--- src/rtl/if_pkg.sv ---
// Shared definitions for the instruction fetch stage: FSM encoding,
// instruction geometry and a canonical NOP.
package if_pkg;

    typedef enum logic [1:0] {
        IDLE  = 2'd0,
        FETCH = 2'd1,
        WAIT  = 2'd2,
        HOLD  = 2'd3
    } fetch_state_t;

    localparam int INSTR_BYTES = 4;

    // RISC-V "addi x0, x0, 0"
    localparam logic [31:0] NOP_INSTR = 32'h0000_0013;

endpackage

--- src/rtl/instruction_fetch_unit.sv ---
// Fetch stage: owns the PC, keeps one instruction-memory request in flight and
// hands each returned word, tagged with its pointer, to the IF/ID register.
module instruction_fetch_unit
    import if_pkg::*;
#(
    parameter int INSTRUCTION_LEN = 32,
    parameter int ADDRESS_SIZE    = 6,
    localparam int PTR_W          = 2 ** ADDRESS_SIZE,
    parameter logic [PTR_W-1:0] RESET_VECTOR = '0
) (
    input  logic                       clk,
    input  logic                       rst,
    input  logic                       PC_WRITE,
    input  logic                       PC_SRC,
    input  logic [PTR_W-1:0]           branch_target,
    output logic                       imem_req,
    output logic [ADDRESS_SIZE-1:0]    imem_addr,
    input  logic                       imem_rvalid,
    input  logic [INSTRUCTION_LEN-1:0] imem_rdata,
    output logic [INSTRUCTION_LEN-1:0] instruction_out,
    output logic [PTR_W-1:0]           instruction_ptr_out,
    output logic                       IF_ID_WRITE,
    output logic                       IF_FLUSH
);

    fetch_state_t               state, state_next;
    logic [PTR_W-1:0]           pc, pc_next;
    logic                       kill, kill_next;
    logic [INSTRUCTION_LEN-1:0] hold_buf, hold_buf_next;
    logic [PTR_W-1:0]           pc_plus4;

    assign pc_plus4 = pc + PTR_W'(INSTR_BYTES);

    always_ff @(posedge clk or negedge rst) begin
        if (!rst) begin
            state    <= IDLE;
            pc       <= RESET_VECTOR;
            kill     <= 1'b0;
            hold_buf <= '0;
        end else begin
            state    <= state_next;
            pc       <= pc_next;
            kill     <= kill_next;
            hold_buf <= hold_buf_next;
        end
    end

    // A redirect always wins; a response that raced a redirect is tagged by
    // kill so it can be swallowed without ever reaching IF/ID.
    always_comb begin
        state_next      = state;
        pc_next         = pc;
        kill_next       = kill;
        hold_buf_next   = hold_buf;
        imem_req        = 1'b0;
        IF_ID_WRITE     = 1'b0;
        instruction_out = '0;

        case (state)
            IDLE: begin
                state_next = FETCH;
            end

            FETCH: begin
                if (PC_SRC) begin
                    pc_next = branch_target;
                end else begin
                    imem_req   = 1'b1;
                    state_next = WAIT;
                end
            end

            WAIT: begin
                if (imem_rvalid) begin
                    if (kill || PC_SRC) begin
                        kill_next  = 1'b0;
                        state_next = FETCH;
                        if (PC_SRC) begin
                            pc_next = branch_target;
                        end
                    end else if (PC_WRITE) begin
                        IF_ID_WRITE     = 1'b1;
                        instruction_out = imem_rdata;
                        pc_next         = pc_plus4;
                        state_next      = FETCH;
                    end else begin
                        hold_buf_next = imem_rdata;
                        state_next    = HOLD;
                    end
                end else if (PC_SRC) begin
                    pc_next   = branch_target;
                    kill_next = 1'b1;
                end
            end

            HOLD: begin
                if (PC_SRC) begin
                    pc_next    = branch_target;
                    state_next = FETCH;
                end else if (PC_WRITE) begin
                    IF_ID_WRITE     = 1'b1;
                    instruction_out = hold_buf;
                    pc_next         = pc_plus4;
                    state_next      = FETCH;
                end
            end

            default: begin
                state_next = IDLE;
            end
        endcase
    end

    // Flush is combinational so the wrong-path IF/ID entry dies on this edge.
    assign IF_FLUSH            = PC_SRC && (state != IDLE);
    assign imem_addr           = pc[ADDRESS_SIZE+1:2];
    assign instruction_ptr_out = pc;

endmodule

--- config.mk ---
export PLATFORM = sky130hd
export DESIGN_NAME = instruction_fetch_unit
export DESIGN_NICKNAME = d
export VERILOG_FILES = /design/src/rtl/if_pkg.sv /design/src/rtl/instruction_fetch_unit.sv
export SDC_FILE = /design/constraint.sdc
export NUM_CORES = 1
export LEC_CHECK = 0
export BUFFER_PORTS_ARGS = -buffer_cell sky130_fd_sc_hd__buf_2
export CORE_ASPECT_RATIO = 0.75
export CORE_MARGIN = 4
export CORE_UTILIZATION = 55
export DETAILED_ROUTE_END_ITERATION = 16
export PLACE_DENSITY = 0.86
export SLEW_MARGIN = 0
export SYNTH_ARGS = -nofsm -noshare
export SYNTH_HDL_FRONTEND = slang
export SYNTH_SLANG_ARGS = --single-unit
--- constraint.sdc ---
create_clock -name clk -period 6.3 [get_ports clk]
set_input_delay 1.26 -clock clk [delete_from_list [all_inputs] [get_ports clk]]
set_output_delay 1.26 -clock clk [all_outputs]
set_load 0.005 [all_outputs]
==> out/qor.log <==
INFO  run_status     outcome=completed
INFO  logic_synthesis synthesis.area_per_instance=8.950um^2
INFO  clocking       cts_max_level=3
INFO  floorplanning  die_area=0.01280mm^2
INFO  min_path       worst_hold_startpoint=instruction_ptr_out[0]
INFO  global_routing pin_count_of_the_biggest_net_entering_global_routing=56
INFO  timing         finalSetupTns=0ns
INFO  clocking       clockBufferDepth=2
INFO  layout         n_antenna_cell=0
INFO  logic_synthesis ys_seq_elements=99
INFO  global_routing grt_pass1_vias=6337
INFO  logic_synthesis ys_types=56
INFO  layout         finish.net_count=959
INFO  clocking       clock_sink_count=99
INFO  place          buffers_added_on_ports=205
INFO  route          drtPass1Iterations=6
INFO  route          drc=0
INFO  min_path       hp-class=reg -> reg
INFO  global_routing initial_antenna_violation_count=0
INFO  logic_synthesis ys_warnings=0
INFO  clocking       post_cts_buffers=0
INFO  critical_path  r2r_cells=8
INFO  critical_path  critical_path.endpoint_type=output pin
INFO  logic_synthesis synthDominantCellAreaShare=40.82%
INFO  timing         fmax=223.3MHz
INFO  logic_synthesis biggest_area_consumer_among_synthesized_cells=sky130_fd_sc_hd__dfrtp_1
INFO  critical_path  r2r_end=instruction_ptr_out[16]
INFO  layout         finish.utilization=70.72%
INFO  route          drt-initial-drc-count=711
INFO  floorplanning  die_width=129.3um
INFO  timing         setup_viol_count_final=0
INFO  critical_path  criticalPathCategory=in -> out
INFO  clocking       cts_hold_repair.buffers=0
INFO  global_routing gr-usage-all-layers=30.00%
INFO  power          ir_worst_vdd=0.0002369V
INFO  timing         post-route-min-period=4.478ns
INFO  floorplanning  core_area=0.01053mm^2
INFO  critical_path  reg2reg_from=state[0]
INFO  floorplanning  placementRows=32
INFO  route          routed_wirelength=19.52mm
INFO  clocking       tritoncts=done
INFO  route          route.detailed.wl_per_inst=19.66um
INFO  logic_synthesis synth_cells=678
INFO  critical_path  worstSetupStartpointType=input pin
INFO  logic_synthesis synth-edff-count=0
INFO  critical_path  r2r_slack=3.11ns
INFO  power          p_per_area=425.2mW/mm^2
INFO  timing         timing.clock.skew=0.005280ns
INFO  clocking       clkSlewWorstSetupHoldPaths=0.07ns
INFO  timing         report.final.hold_viol_count=0
INFO  route          drt-vias-per-instance=6.613
INFO  place          placed_wire_length_estimate=13.89mm
INFO  critical_path  crit_path_max_fanout=46
INFO  power          p_total=3167uW
INFO  place          routabilityCongestion=0.9083
INFO  logic_synthesis synth-main-ff-cell=sky130_fd_sc_hd__dfrtp_1
INFO  layout         layout-drive-gt1-share=31.86%
INFO  logic_synthesis synth_nets=785
INFO  logic_synthesis synthTopCellsByArea=sky130_fd_sc_hd__dfrtp_1, sky130_fd_sc_hd__mux2_2, sky130_fd_sc_hd__o21ai_0
INFO  floorplanning  ios=206
INFO  clocking       clockRootBuffer=sky130_fd_sc_hd__clkbuf_16
INFO  timing         report.final.slew_viol_count=0
INFO  global_routing wire_length_of_the_first_global_routing_pass=31.35mm
INFO  logic_synthesis synth.cell_area=0.006068mm^2
INFO  clocking       cts_resized=0
INFO  clocking       tritoncts_buffers=9
INFO  timing         worstMarginPinSlew=1.338ns
INFO  power          total_leakage_power=0.003512uW
INFO  timing         rsz_0062_raised_after_global_routing=no
INFO  timing         slew-limit-headroom=10.58%
INFO  min_path       min_delay_path_depth=2
INFO  min_path       worst_min_delay_path_endpoint=instruction_ptr_out[0]
INFO  layout         flow.area_growth_from_synthesis=22.72%
INFO  logic_synthesis postSynth.asyncResetShare=100.0%
INFO  route          antenna_violating_nets_post_route=0
INFO  timing         final.period_utilization=71.08%
INFO  route          vias=6567
INFO  floorplanning  die-height=98.97um
INFO  clocking       worst_skew_pair.late_latency=0.34ns
INFO  critical_path  cp.arrival=3.22ns
INFO  job            maxCapViolCount=0
INFO  floorplanning  floorplan.initialDensity=57.63%
INFO  logic_synthesis ys_seq_area_share=40.82%
INFO  global_routing grt_overflow=0
INFO  critical_path  cp_data_required_time=5.04ns
[metrics by stage]
stage | instances | cell area (um^2) | hold slack (ns) | setup WS (ns)
6_report | 993 | 7447 | 0.4808 | 1.822
3_3_place_gp | 977 | 7118 | 0.4551 | 1.964
4_1_cts | 993 | 7447 | 0.4896 | 1.856
2_1_floorplan | 678 | 6068 | 0.4687 | 2.699
5_1_grt | 993 | 7447 | 0.5177 | 1.709
3_5_place_dp | 977 | 7118 | 0.4745 | 1.866
[kinds of logic after synthesis]
| logic type | share of synthesized area [%] |
|---|---|
| mux | 7.918 |
| xor+xnor | 1.010 |
| buf+inv | 4.350 |
| flops | 40.82 |
| simple gates | 21.67 |
| compound gates | 22.99 |
| fa+ha+maj | 1.237 |
[registers in the layout, summed over array words and instances, names as in the netlist]
signal / flops
instruction_ptr_out: 64
hold_buf: 32
state: 2
kill: 1
[worst max-delay path: stages]
cell and delay [ns]:
sky130_fd_sc_hd__buf_2 0.64, sky130_fd_sc_hd__and3b_1 0.63, sky130_fd_sc_hd__or2_2 0.52, sky130_fd_sc_hd__buf_2 0.15
[report_power, final]
group	leakage [uW]	switching [uW]	total, uW	internal, uW
registers	0.00126	405	1350	946
clock network	0.000159	242	612	370
logic	0.00210	655	1200	549
total	0.00351	1300	3170	1860
[metal layers]
metal / wire (um) / up-vias / global-route usage [%]
met5: 0 / - / 0
met4: 565 / 0 / 11.38
met3: 2038 / 53 / 7.476
met2: 9188 / 426 / 47.73
met1: 7726 / 3168 / 39.59
li1: - / 2920 / -
[final cells by class]
cell class / instances / area (um^2)
Clock buffer: 12 / 256.5
Clock inverter: 4 / 72.57
Fill cell: 848 / 3083
Multi-Input combinational cell: 515 / 3333
Timing Repair Buffer: 212 / 1081
Sequential cell: 99 / 2477
Tap cell: 136 / 170.2
Inverter: 15 / 56.30
[how the worst max path moves through the flow]
| stage | startpoint | end | cells after the start |
|---|---|---|---|
| 2_1_floorplan | imem_rvalid | instruction_out[0] | 6 |
| 3_3_place_gp | PC_SRC | IF_ID_WRITE | 4 |
| 3_5_place_dp | PC_SRC | IF_ID_WRITE | 4 |
| 4_1_cts | PC_SRC | IF_ID_WRITE | 4 |
| 5_1_grt | PC_SRC | IF_ID_WRITE | 4 |
| 6_report | PC_SRC | IF_ID_WRITE | 4 |
[synth_stat cells, types with 3 or more instances]
cell type and n:
sky130_fd_sc_hd__nand3_1 37, sky130_fd_sc_hd__clkbuf_1 36, sky130_fd_sc_hd__o22ai_1 4, sky130_fd_sc_hd__a221o_1 5, sky130_fd_sc_hd__a22oi_1 28, sky130_fd_sc_hd__a21oi_1 39
sky130_fd_sc_hd__and4_1 8, sky130_fd_sc_hd__a211oi_1 3, sky130_fd_sc_hd__o211ai_1 6, sky130_fd_sc_hd__buf_1 6, sky130_fd_sc_hd__xor2_1 4, sky130_fd_sc_hd__ha_1 6
sky130_fd_sc_hd__nor2_1 37, sky130_fd_sc_hd__a22o_1 34, sky130_fd_sc_hd__nand2_1 63, sky130_fd_sc_hd__or4_1 5, sky130_fd_sc_hd__nand4_1 22, sky130_fd_sc_hd__nor4_1 8
sky130_fd_sc_hd__or3_1 8, sky130_fd_sc_hd__a31oi_1 5, sky130_fd_sc_hd__a221oi_1 8, sky130_fd_sc_hd__and3_1 8, sky130_fd_sc_hd__dfrtp_1 99, sky130_fd_sc_hd__or2_2 5
sky130_fd_sc_hd__nor3_1 24, sky130_fd_sc_hd__o21ai_0 62, sky130_fd_sc_hd__mux2i_1 12, sky130_fd_sc_hd__mux2_2 32, sky130_fd_sc_hd__and2_1 5, sky130_fd_sc_hd__o311ai_0 4
sky130_fd_sc_hd__buf_4 6, sky130_fd_sc_hd__and3b_1 3, sky130_fd_sc_hd__inv_1 15, sky130_fd_sc_hd__a2bb2oi_1 3, sky130_fd_sc_hd__xnor2_1 3
[placed cells by master, fill, tap and decap left out, drive strengths merged, types with 24 or more instances in the layout]
master | netlist | routed
a22o | 34 | 34
a21oi | 39 | 39
nand3 | 37 | 37
nand2 | 63 | 63
nor2 | 37 | 37
nor3 | 24 | 24
dfrtp | 99 | 99
mux2 | 32 | 32
buf | 13 | 212
a22oi | 28 | 28
o21ai | 62 | 62
Power figures use the tool's default switching activity.
